--- config.mk ---
export PLATFORM = sky130hd
export DESIGN_NAME = usb_reg_arb_flat
export DESIGN_NICKNAME = d
export VERILOG_FILES = /design/src/rtl/usb_reg_arb_if.sv /design/src/rtl/usb_reg_arb.sv /design/src/flat_wrapper.sv
export SDC_FILE = /design/constraint.sdc
export NUM_CORES = 1
export LEC_CHECK = 0
export CORE_MARGIN = 1.5
export CORE_UTILIZATION = 41
export CTS_CLUSTER_SIZE = 12
export DETAILED_ROUTE_END_ITERATION = 7
export PLACE_DENSITY = 0.8
export SKIP_LAST_GASP = 1
export SYNTH_ARGS = -nofsm -noshare
export SYNTH_HDL_FRONTEND = slang
export SYNTH_SLANG_ARGS = --single-unit
--- constraint.sdc ---
create_clock -name app_clk -period 5.3 [get_ports app_clk]
set_input_delay 1.06 -clock app_clk [delete_from_list [all_inputs] [get_ports app_clk]]
set_output_delay 1.06 -clock app_clk [all_outputs]
set_load 0.005 [all_outputs]
--- src/rtl/usb_reg_arb_if.sv ---
// rtl/usb_reg_arb_if.sv - requester and register bus signals of the two-master register arbiter
interface usb_reg_arb_if #(
  parameter int AW = 9,
  parameter int DW = 32
) ();
  logic            m0_req,   m1_req;
  logic            m0_wr,    m1_wr;
  logic [AW-1:0]   m0_addr,  m1_addr;
  logic [DW-1:0]   m0_wdata, m1_wdata;
  logic [DW/8-1:0] m0_be,    m1_be;
  logic [DW-1:0]   m0_rdata, m1_rdata;
  logic            m0_ack,   m1_ack;
  logic            m0_err,   m1_err;
  logic            reg_cs;
  logic            reg_wr;
  logic [AW-1:0]   reg_addr;
  logic [DW-1:0]   reg_wdata;
  logic [DW/8-1:0] reg_be;
  logic [DW-1:0]   reg_rdata;
  logic            reg_ack;
  logic            arb_busy;

  // Arbiter side
  modport slave (
    input  m0_req, m1_req, m0_wr, m1_wr, m0_addr, m1_addr,
    input  m0_wdata, m1_wdata, m0_be, m1_be,
    output m0_rdata, m1_rdata, m0_ack, m1_ack, m0_err, m1_err,
    output reg_cs, reg_wr, reg_addr, reg_wdata, reg_be,
    input  reg_rdata, reg_ack,
    output arb_busy
  );

  // Requesters plus register slave
  modport master (
    output m0_req, m1_req, m0_wr, m1_wr, m0_addr, m1_addr,
    output m0_wdata, m1_wdata, m0_be, m1_be,
    input  m0_rdata, m1_rdata, m0_ack, m1_ack, m0_err, m1_err,
    input  reg_cs, reg_wr, reg_addr, reg_wdata, reg_be,
    output reg_rdata, reg_ack,
    input  arb_busy
  );
endinterface

--- src/rtl/usb_reg_arb.sv ---
// rtl/usb_reg_arb.sv - round-robin arbiter sharing one register bus between two requesters
module usb_reg_arb #(
  parameter int AW      = 9,
  parameter int DW      = 32,
  parameter int TMO_CYC = 255
) (
  input  logic         app_clk,
  input  logic         reset,
  usb_reg_arb_if.slave bus
);

  typedef enum logic [1:0] {IDLE, BUSY, RESP} state_t;

  localparam logic [7:0] TMO_LAST = 8'(TMO_CYC - 1);

  state_t          state, state_nxt;
  logic            ptr;
  logic            gnt;
  logic            just_resp;
  logic            err_q;
  logic [7:0]      cnt;
  logic            lat_wr;
  logic [AW-1:0]   lat_addr;
  logic [DW-1:0]   lat_wdata;
  logic [DW/8-1:0] lat_be;
  logic [DW-1:0]   rdata0, rdata1;

  logic elig0, elig1, win, do_grant, tmo_hit;

  // The requester just acked sits out one IDLE cycle so its still-held req is not re-served.
  always_comb begin
    elig0    = bus.m0_req && !(just_resp && !gnt);
    elig1    = bus.m1_req && !(just_resp &&  gnt);
    win      = (elig0 && elig1) ? ptr : elig1;
    do_grant = (state == IDLE) && (elig0 || elig1);
    tmo_hit  = (cnt == TMO_LAST);
  end

  always_ff @(posedge app_clk or posedge reset) begin
    if (reset) state <= IDLE;
    else       state <= state_nxt;
  end

  always_comb begin
    state_nxt = state;
    case (state)
      IDLE:    if (do_grant) state_nxt = BUSY;
      BUSY:    if (bus.reg_ack || tmo_hit) state_nxt = RESP;
      RESP:    state_nxt = IDLE;
      default: state_nxt = IDLE;
    endcase
  end

  always_ff @(posedge app_clk or posedge reset) begin
    if (reset) begin
      ptr       <= 1'b0;
      gnt       <= 1'b0;
      just_resp <= 1'b0;
      err_q     <= 1'b0;
      cnt       <= 8'd0;
      lat_wr    <= 1'b0;
      lat_addr  <= '0;
      lat_wdata <= '0;
      lat_be    <= '0;
      rdata0    <= '0;
      rdata1    <= '0;
    end else begin
      just_resp <= (state == RESP);
      case (state)
        IDLE: begin
          if (do_grant) begin
            gnt       <= win;
            ptr       <= ~win;
            cnt       <= 8'd0;
            lat_wr    <= win ? bus.m1_wr    : bus.m0_wr;
            lat_addr  <= win ? bus.m1_addr  : bus.m0_addr;
            lat_wdata <= win ? bus.m1_wdata : bus.m0_wdata;
            lat_be    <= win ? bus.m1_be    : bus.m0_be;
          end
        end
        BUSY: begin
          // An ack landing on the timeout cycle still counts as a normal completion.
          if (bus.reg_ack) begin
            err_q <= 1'b0;
            if (gnt) rdata1 <= bus.reg_rdata;
            else     rdata0 <= bus.reg_rdata;
          end else if (tmo_hit) begin
            err_q <= 1'b1;
            if (gnt) rdata1 <= '1;
            else     rdata0 <= '1;
          end else begin
            cnt <= cnt + 8'd1;
          end
        end
        default: ;
      endcase
    end
  end

  assign bus.reg_cs    = (state == BUSY);
  assign bus.reg_wr    = lat_wr;
  assign bus.reg_addr  = lat_addr;
  assign bus.reg_wdata = lat_wdata;
  assign bus.reg_be    = lat_be;
  assign bus.arb_busy  = (state != IDLE);
  assign bus.m0_ack    = (state == RESP) && !gnt;
  assign bus.m1_ack    = (state == RESP) &&  gnt;
  assign bus.m0_err    = bus.m0_ack && err_q;
  assign bus.m1_err    = bus.m1_ack && err_q;
  assign bus.m0_rdata  = rdata0;
  assign bus.m1_rdata  = rdata1;

endmodule

--- src/flat_wrapper.sv ---
// flat-port wrapper written by rule: the top's interface ports become plain ports
module usb_reg_arb_flat 
#(
  parameter int AW      = 9,
  parameter int DW      = 32,
  parameter int TMO_CYC = 255
)
  (app_clk, reset, bus_m0_req, bus_m1_req, bus_m0_wr, bus_m1_wr, bus_m0_addr, bus_m1_addr, bus_m0_wdata, bus_m1_wdata, bus_m0_be, bus_m1_be, bus_m0_rdata, bus_m1_rdata, bus_m0_ack, bus_m1_ack, bus_m0_err, bus_m1_err, bus_reg_cs, bus_reg_wr, bus_reg_addr, bus_reg_wdata, bus_reg_be, bus_reg_rdata, bus_reg_ack, bus_arb_busy);
  usb_reg_arb_if #(.AW(AW), .DW(DW)) bus_i ();
  input  logic app_clk;
  input  logic reset;
  input wire logic [$bits(bus_i.m0_req)-1:0] bus_m0_req;
  input wire logic [$bits(bus_i.m1_req)-1:0] bus_m1_req;
  input wire logic [$bits(bus_i.m0_wr)-1:0] bus_m0_wr;
  input wire logic [$bits(bus_i.m1_wr)-1:0] bus_m1_wr;
  input wire logic [$bits(bus_i.m0_addr)-1:0] bus_m0_addr;
  input wire logic [$bits(bus_i.m1_addr)-1:0] bus_m1_addr;
  input wire logic [$bits(bus_i.m0_wdata)-1:0] bus_m0_wdata;
  input wire logic [$bits(bus_i.m1_wdata)-1:0] bus_m1_wdata;
  input wire logic [$bits(bus_i.m0_be)-1:0] bus_m0_be;
  input wire logic [$bits(bus_i.m1_be)-1:0] bus_m1_be;
  output wire logic [$bits(bus_i.m0_rdata)-1:0] bus_m0_rdata;
  output wire logic [$bits(bus_i.m1_rdata)-1:0] bus_m1_rdata;
  output wire logic [$bits(bus_i.m0_ack)-1:0] bus_m0_ack;
  output wire logic [$bits(bus_i.m1_ack)-1:0] bus_m1_ack;
  output wire logic [$bits(bus_i.m0_err)-1:0] bus_m0_err;
  output wire logic [$bits(bus_i.m1_err)-1:0] bus_m1_err;
  output wire logic [$bits(bus_i.reg_cs)-1:0] bus_reg_cs;
  output wire logic [$bits(bus_i.reg_wr)-1:0] bus_reg_wr;
  output wire logic [$bits(bus_i.reg_addr)-1:0] bus_reg_addr;
  output wire logic [$bits(bus_i.reg_wdata)-1:0] bus_reg_wdata;
  output wire logic [$bits(bus_i.reg_be)-1:0] bus_reg_be;
  input wire logic [$bits(bus_i.reg_rdata)-1:0] bus_reg_rdata;
  input wire logic [$bits(bus_i.reg_ack)-1:0] bus_reg_ack;
  output wire logic [$bits(bus_i.arb_busy)-1:0] bus_arb_busy;
  assign bus_i.m0_req = bus_m0_req;
  assign bus_i.m1_req = bus_m1_req;
  assign bus_i.m0_wr = bus_m0_wr;
  assign bus_i.m1_wr = bus_m1_wr;
  assign bus_i.m0_addr = bus_m0_addr;
  assign bus_i.m1_addr = bus_m1_addr;
  assign bus_i.m0_wdata = bus_m0_wdata;
  assign bus_i.m1_wdata = bus_m1_wdata;
  assign bus_i.m0_be = bus_m0_be;
  assign bus_i.m1_be = bus_m1_be;
  assign bus_m0_rdata = bus_i.m0_rdata;
  assign bus_m1_rdata = bus_i.m1_rdata;
  assign bus_m0_ack = bus_i.m0_ack;
  assign bus_m1_ack = bus_i.m1_ack;
  assign bus_m0_err = bus_i.m0_err;
  assign bus_m1_err = bus_i.m1_err;
  assign bus_reg_cs = bus_i.reg_cs;
  assign bus_reg_wr = bus_i.reg_wr;
  assign bus_reg_addr = bus_i.reg_addr;
  assign bus_reg_wdata = bus_i.reg_wdata;
  assign bus_reg_be = bus_i.reg_be;
  assign bus_i.reg_rdata = bus_reg_rdata;
  assign bus_i.reg_ack = bus_reg_ack;
  assign bus_arb_busy = bus_i.arb_busy;
  usb_reg_arb #(.AW(AW), .DW(DW), .TMO_CYC(TMO_CYC)) u_core (.app_clk(app_clk), .reset(reset), .bus(bus_i));
endmodule
# Word-level counts from Yosys, hierarchy flattened
# Cells that the tools add are included.
[classes] add_sub_neg=1 n_eq_ne=7 n_mux=22 n_bitwise=2 n_reduce_logical=25
[ops] cell="2-to-1 mux 32 bit" count=9
[ops] cell="2-to-1 mux 8 bit" count=3
[ops] cell="case mux 8 bit (2 select lines)" count=1
[ops] cell="logical AND 1 bit" count=10
[ops] cell="2-to-1 mux 9 bit" count=1
[ops] cell="adder 8 x 1 -> 8 bit (second input constant)" count=1
[ops] cell="== test 8 bit (second input constant)" count=1
[ops] cell="AND reduction 2 bit" count=3
[ops] cell="AND reduction 3 bit" count=2
[ops] cell="nonzero test 2 bit" count=3
[ops] cell="2-to-1 mux 1 bit" count=4
[ops] cell="2-to-1 mux 2 bit" count=2
[ops] cell="2-to-1 mux 4 bit" count=1
[ops] cell="!= test 2 x 1 -> 1 bit (second input constant)" count=2
[ops] cell="!= test 2 bit (second input constant)" count=2
[ops] cell="case mux 2 bit (2 select lines)" count=1
[ops] cell="AND reduction 4 bit" count=1
[ops] cell="logical NOT 1 bit" count=3
[ops] cell="== test 2 x 1 -> 1 bit (second input constant)" count=1
[ops] cell="== test 2 bit (second input constant)" count=1
[ops] cell="logical NOT 2 bit" count=1
[ops] cell="logical OR 1 bit" count=2
[ops] cell="NOT 1 bit" count=2
[totals] ff_bits=124 output_inout_bits=116 word_cells=69

# Logic depth before layout (Yosys ltp)
# Gate-level depths: netlist (run 1).
[depth] ltp_word=8 ltp_mapped=7 mapped_depth_nobuf=6

# Worst setup path after synthesis (run 1)
# No wires, ideal clock.
[synth_path] path_kind="input to register" startpoint="input bus_m0_req" endpoint="register u_core.lat_wdata[0], in the netlist u_core.bus.reg_wdata[0]" setup_ns=0.126 arrival_time_ns=2.121 t_required_ns=5.174 setup_slack_ns=3.053 stages=6 n_path_buf=2 cell_sequence="inv_1 o311ai_1 buf_4 buf_4 mux2i_1 a21oi_1"
[synth_via] elab_chain_cells=4 word_cells_on_any_way=7
[synth_rtl] element="start, declared" line="flat_wrapper.sv:12" text="input wire logic [$bits(bus_i.m0_req)-1:0] bus_m0_req;"
[synth_rtl] element="logical AND 1 bit (*)" line="usb_reg_arb.sv:32" text="elig0 = bus.m0_req && !(just_resp && !gnt);"
[synth_rtl] element="logical AND 1 bit or logical OR 1 bit (tied branches)" line="usb_reg_arb.sv:34, usb_reg_arb.sv:35"
[synth_rtl] element="2-to-1 mux 1 bit or logical AND 1 bit (tied branches)" line="usb_reg_arb.sv:34, usb_reg_arb.sv:35"
[synth_rtl] element="2-to-1 mux 32 bit or AND reduction 2 bit (tied branches)"
[synth_rtl] element="end signal, assigned" line="usb_reg_arb.sv:77" text="lat_wdata <= win ? bus.m1_wdata : bus.m0_wdata;"
[synth_rtl] element="end, declared" line="usb_reg_arb.sv:24" text="logic [DW-1:0] lat_wdata;"
# Every way passes the cells marked *; elsewhere a longest branch is shown, timed or not.
# A chain may end at the register's enable or synchronous reset.

# Worst setup path after layout (run 1)
[layout_path] startpoint="register u_core.state[1]" endpoint="register u_core.rdata1[19], in the netlist u_core.bus.m1_rdata[19]"
[layout_via] elab_chain_cells=2
[layout_rtl] element="start, declared" line="usb_reg_arb.sv:16" text="state_t state, state_nxt;"
[layout_rtl] element="start signal, assigned" line="usb_reg_arb.sv:41" text="else state <= state_nxt;"
[layout_rtl] element="== test 2 x 1 -> 1 bit" line="usb_reg_arb.sv:69" text="case (state)"
[layout_rtl] element="AND reduction 3 bit (no line)"
[layout_rtl] element="end signal, assigned" line="usb_reg_arb.sv:85" text="if (gnt) rdata1 <= bus.reg_rdata;"
[layout_rtl] element="end, declared" line="usb_reg_arb.sv:26" text="logic [DW-1:0] rdata0, rdata1;"
# Every way passes these cells.

==> metrics.csv, run 1 <==
metric,value,unit
p_per_area,574,nW/um^2
post-cts-setup-buffers,0,
critPathMaxFanout,33,
drive_gt1_share,7.08,%
ctsHoldBuffers,0,
min_path_cells,1,
worst_setup_path_end_kind,flop,
grt-ovfl-total,0,
tritoncts,yes,
synth_enable_flop_cells,0,
synth_area_leaders,"dfrtp_1 59%, mux2i_1 9.1%, nor2_1 6.3%",
hold_slack,0.500,ns
synth_top_area_share,59.0,%
hold_class,reg -> reg,
fillers,965,
routedWlPerCell,18.5,microns
holdPathEnd,u_core.bus.m1_rdata[24]$_DFFE_PP0P_,
gr-max-usage-layer,met2,
coreArea,12600,sq um
maxCapViolCount,0,
synth-async-reset-ratio,100,%
maxSlewViolCount,0,
hold_violations,0,
drtIter0Drc,244,
startpoint_type,flop,
hp-start,u_core.bus.m1_rdata[24]$_DFFE_PP0P_,
ant_nets,0,
relSlewSlack,18.4,%
grt_pass1_vias,4750,
fp-row-count,41,
clk_latency,0.41,ns
grt_pass1_wl,24200,microns
p_leak,3.58,nW
syn-num-nets,589,
avgViaCountPerCell,5.25,
synth-main-ff-cell,dfrtp_1,
finalCritPeriodShare,62.4,%
dp_hpwl,11300,microns
worst_slew_pin_slew,1.22,ns
root_buffer,clkbuf_16,
grt.met3_usage,9.96,%
synth.cell_area,5260,sq um
skew,0.00608,ns
rsz0062_at_grt,false,
reg2reg_slack,1.99,ns
syn-mean-instance-area,11.5,sq um
grt_use_met1,28.0,%
final_cell_mix,"244 x clkdlybuf4s50_1, 124 x dfrtp_1, 86 x nor2_1",
grt_usage,23.9,%
worst_ep_required_time,5.64,ns
antennaDiodeCount,0,
synth_seq_area_share,59.0,%
route.detailed.drc,0,
routed_wl,16200,microns
timing.final.ws_setup,1.99,ns
fin_crit,3.31,ns
fin_setup_tns,0,ns
dp_slack,1.88,ns
path_clk_slew,0.05,ns
die_h,116,microns
synth_warnings,0,
placed_cell_area,7850,sq um
worstSetupPathType,reg -> reg,
port_buffers,244,
grt_max_degree,65,
crit_path_start,u_core.state[1]$_DFFE_PP0P_,
cts_resized,0,
yosys.area.top_type,dfrtp_1,
area_growth,60.4,%
globalplace.congestion,0.828,
dieArea,13500,sq um
r2r-end,u_core.bus.m1_rdata[19]$_DFFE_PP0P_,
synth_cells,458,
setup_viol_count_final,0,
ios,245,
clock-sinks,124,
final_common_cell,clkdlybuf4s50_1,
r2r-start,u_core.state[1]$_DFFE_PP0P_,
status,"complete, no violations",
rr_worst_depth,6,
start_util,41.9,%
via_count,4612,
nets,824,
fmax,0.302,GHz
design_area,8440,sq um
power.total,4.85,mW
synth-seq-cells,124,
ir_drop,0.301,mV
dr.pass1.iters,6,
antenna_found_initial,0,
synth_cell_types,36,
arrival,3.65,ns
numCtsBuffers,17,
die_w,116,microns
gr-usage-met2,38.1,%
clockBufferDepth,2,
h-tree-depth,4,
[report_power, final]
part	switching, mW	internal [mW]	total (mW)
clock network	0.408	0.745	1.15
logic	0.815	1.20	2.02
registers	0.286	1.39	1.68
total	1.51	3.34	4.85
[critical path, cell delays in order, from the launching register on]
cell,delay [ns]
dfrtp_1,0.38
nand2b_1,0.30
inv_2,0.18
nand2_1,0.69
nor2_2,1.22
buf_4,0.30
o32a_1,0.16
[cell usage after synthesis (2+ instances only)]
| cell type | instances |
|---|---|
| a2bb2oi_1 | 32 |
| o21ai_0 | 2 |
| a22o_1 | 3 |
| a21oi_1 | 48 |
| ha_1 | 2 |
| buf_4 | 4 |
| and2_1 | 2 |
| inv_1 | 6 |
| inv_2 | 2 |
| buf_2 | 16 |
| a221o_1 | 2 |
| nor2_1 | 88 |
| mux2_2 | 3 |
| clkbuf_1 | 16 |
| nand3_1 | 3 |
| mux2i_1 | 48 |
| nand2_1 | 5 |
| and3_1 | 4 |
| o32a_1 | 32 |
| dfrtp_1 | 124 |
[flip-flops by register name (all words and copies together) (netlist names), 2 cells and up]
name,count
u_core.bus.reg_be,4
u_core.bus.m0_rdata,32
u_core.bus.reg_wdata,32
u_core.bus.reg_addr,9
u_core.bus.m1_rdata,32
u_core.cnt,8
u_core.state,2
[layout make-up]
cell class | instances | area [sq um] | area share [%]
clock buffer | 19 | 443 | 5.25
inverter | 8 | 32.5 | 0.385
tap | 172 | 215 | 2.55
clock inverter | 13 | 149 | 1.76
multi-input combinational | 290 | 1990 | 23.6
sequential | 124 | 3100 | 36.8
timing repair buffer | 252 | 2500 | 29.7
[per-layer routing]
metal	vias to the layer above	share of wire, %
met3	29	11
met4	0	2.3
met2	201	47
li1	2134	-
met5	-	0
met1	2248	40
[cells by family after synthesis]
logic type                 count (synthesis)  synth area share, %
adders and majority gates                  2                0.476
and+or+nand+nor                          110                 8.73
muxes                                     51                 9.77
xor gates and xnor gates                   1                0.166
DFF                                      124                 59.0
buffers and inverters                     44                 3.81
AOI/OAI and AO/OA                        126                 18.1
[through the flow]
stage / utilization, % / instances
4_1_cts: 67.1 / 878
3_5_place_dp: 62.4 / 846
3_3_place_gp: 62.4 / 846
2_1_floorplan: - / 458
6_report: 67.1 / 878
5_1_grt: 67.1 / 878
[how the worst max path moves through the flow]
stage                                                 to  slack, ns  depth (start not counted)
finish               u_core.bus.m1_rdata[19]$_DFFE_PP0P_       1.99                          6
global route         u_core.bus.m1_rdata[19]$_DFFE_PP0P_       1.71                          6
CTS                  u_core.bus.m1_rdata[23]$_DFFE_PP0P_       2.01                          6
detailed placement  u_core.bus.reg_wdata[21]$_DFFE_PP0P_       1.88                          6
global placement        u_core.bus.reg_be[3]$_DFFE_PP0P_       1.93                          6
floorplan             u_core.bus.m0_rdata[0]$_DFFE_PP0P_       0.94                          1
Note: power is estimated with default switching activity, not from simulation.
==> run 2: changes to the inputs <==
--- a/config.mk
+++ b/config.mk
@@ -6,10 +6,10 @@
 export NUM_CORES = 1
 export LEC_CHECK = 0
 export CORE_MARGIN = 1.5
-export CORE_UTILIZATION = 41
+export CORE_UTILIZATION = 37
 export CTS_CLUSTER_SIZE = 12
 export DETAILED_ROUTE_END_ITERATION = 7
-export PLACE_DENSITY = 0.8
+export PLACE_DENSITY = 0.76
 export SKIP_LAST_GASP = 1
 export SYNTH_ARGS = -nofsm -noshare
 export SYNTH_HDL_FRONTEND = slang
==> constraint.sdc (replaced) <==
create_clock -name app_clk -period 2.7 [get_ports app_clk]
set_input_delay 0.54 -clock app_clk [delete_from_list [all_inputs] [get_ports app_clk]]
set_output_delay 0.54 -clock app_clk [all_outputs]
set_load 0.005 [all_outputs]
==> metrics.csv, run 2 (synthesized netlist as in run 1, its figures left out) <==
metric,value,unit,change
status,"complete, no violations",,
hold_violations,0,,unchanged
final_core_util,61.6,%,-5.5 points
coreArea,13900,sq um,+10%
grt_usage,21.9,%,-2.0 points
fin_crit,2.39,ns,
tritoncts,yes,,
rsz0062_at_grt,false,,
routedWlPerCell,18.3,microns,-0.86%
worstSetupPathType,reg -> out,,
relSlewSlack,64.2,%,+46 points
worst_setup_path_end_kind,output pin,,
finalCritPeriodShare,88.7,%,
clock-sinks,124,,unchanged
numCtsBuffers,17,,unchanged
die_h,122,microns,+5.1%
fp-row-count,43,,+4.9%
grt_max_degree,62,,-4.6%
drtIter0Drc,168,,-31%
p_per_area,1110,nW/um^2,+94%
maxSlewViolCount,0,,unchanged
fmax,0.418,GHz,
route.detailed.drc,0,,unchanged
final_cell_mix,"244 x clkdlybuf4s50_1, 124 x dfrtp_1, 86 x nor2_1",,
path_clk_slew,0.05,ns,about the same
globalplace.congestion,0.786,,-5.1%
antennaDiodeCount,0,,unchanged
arrival,1.85,ns,-1.80 ns
root_buffer,clkbuf_16,,
port_buffers,244,,unchanged
via_count,4593,,-0.41%
startpoint_type,flop,,
dp_hpwl,11900,microns,+5.0%
grt-ovfl-total,0,,unchanged
ios,245,,unchanged
worst_slew_pin_slew,0.537,ns,-0.684 ns
post-cts-setup-buffers,0,,unchanged
dr.pass1.iters,4,,-2
skew,0.00430,ns,-0.00178 ns
worst_ep_required_time,2.16,ns,-3.48 ns
grt_pass1_wl,24700,microns,+1.9%
clk_latency,0.41,ns,about the same
dieArea,14900,sq um,+11%
avgViaCountPerCell,5.16,,-1.8%
p_leak,3.62,nW,+1.1%
nets,830,,+0.73%
design_area,8550,sq um,+1.3%
routed_wl,16300,microns,+0.50%
fin_setup_tns,0,ns,unchanged
ir_drop,0.657,mV,+120%
setup_viol_count_final,0,,unchanged
antenna_found_initial,0,,unchanged
die_w,122,microns,+5.1%
ant_nets,0,,unchanged
area_growth,62.5,%,
drive_gt1_share,7.61,%,+0.52 points
cts_resized,0,,unchanged
placed_cell_area,7980,sq um,+1.7%
start_util,37.9,%,-4.0 points
critPathMaxFanout,8,,-76%
final_common_cell,clkdlybuf4s50_1,,
clockBufferDepth,2,,unchanged
ctsHoldBuffers,0,,unchanged
hold_class,in -> async,,
maxCapViolCount,0,,unchanged
h-tree-depth,4,,unchanged
grt_pass1_vias,4861,,+2.3%
==> run 2: changes by cell type in the layout (fill, tap and decap cells not counted), sizes merged <==
cell,before,now
buf,8,14
bufinv,3,1
clkbuf,19,24
clkinv,8,3
clkinvlp,2,3
inv,8,7
==> run 2: routing by layer <==
layer,up-vias,GRT usage (%),share of wire (%)
met2,212,36.2,47
met5,-,0,0
met3,24,10.2,12
met4,0,8.50,1.9
met1,2210,24.6,38
li1,2147,-,-
==> run 2: worst paths after layout <==
check / start / endpoint / slack (ns) / cells after the start
min: reset / u_core.bus.m0_rdata[21]$_DFFE_PP0P_ / 0.47 / 2
min in group app_clk: u_core.bus.m1_rdata[20]$_DFFE_PP0P_ / u_core.bus.m1_rdata[20]$_DFFE_PP0P_ / 0.49 / 1
max: u_core.state[1]$_DFFE_PP0P_ / bus_reg_cs / 0.31 / 3
min reg2reg: u_core.bus.m1_rdata[20]$_DFFE_PP0P_ / u_core.bus.m1_rdata[20]$_DFFE_PP0P_ / 0.49 / 1
max in group asynchronous: reset / u_core.bus.m1_rdata[12]$_DFFE_PP0P_ / 1.67 / 3
max reg2reg: u_core.cnt[0]$_DFFE_PP0P_ / u_core.bus.m1_rdata[14]$_DFFE_PP0P_ / 0.74 / 7
==> run 2: layout make-up <==
cell class / count / area (sq um)
Tap cell: 180 / 225
Clock inverter: 6 / 60.1
Fill cell: 1061 / 5330
Multi-Input combinational cell: 290 / 1990
Sequential cell: 124 / 3100
Timing Repair Buffer: 258 / 2620
Clock buffer: 24 / 512
Inverter: 8 / 33.8
==> run 2: where the power goes <==
group          switching (mW)  leakage [nW]  internal [mW]  total [mW]
sequential              0.547          1.40           2.73        3.27
combinational            1.64          1.94           2.42        4.06
clock                   0.772         0.280           1.40        2.17
total                    2.96          3.62           6.54        9.51
==> run 2: critical path, cell delays in order (launching register included) <==
cell             delay, ns
dfrtp_1               0.37
nand2b_1              0.32
inv_2                 0.21
clkdlybuf4s50_1       0.55
==> run 2: metrics by stage <==
step	hold WS (ns)	instances	worst slack [ns]	power, mW
floorplan	0.445	458	0.635	4.90
global placement	0.479	860	0.383	7.23
detailed placement	0.486	860	0.323	7.38
CTS	0.459	890	0.260	9.61
global route	0.479	890	0.171	10.1
finish	0.467	890	0.306	9.51
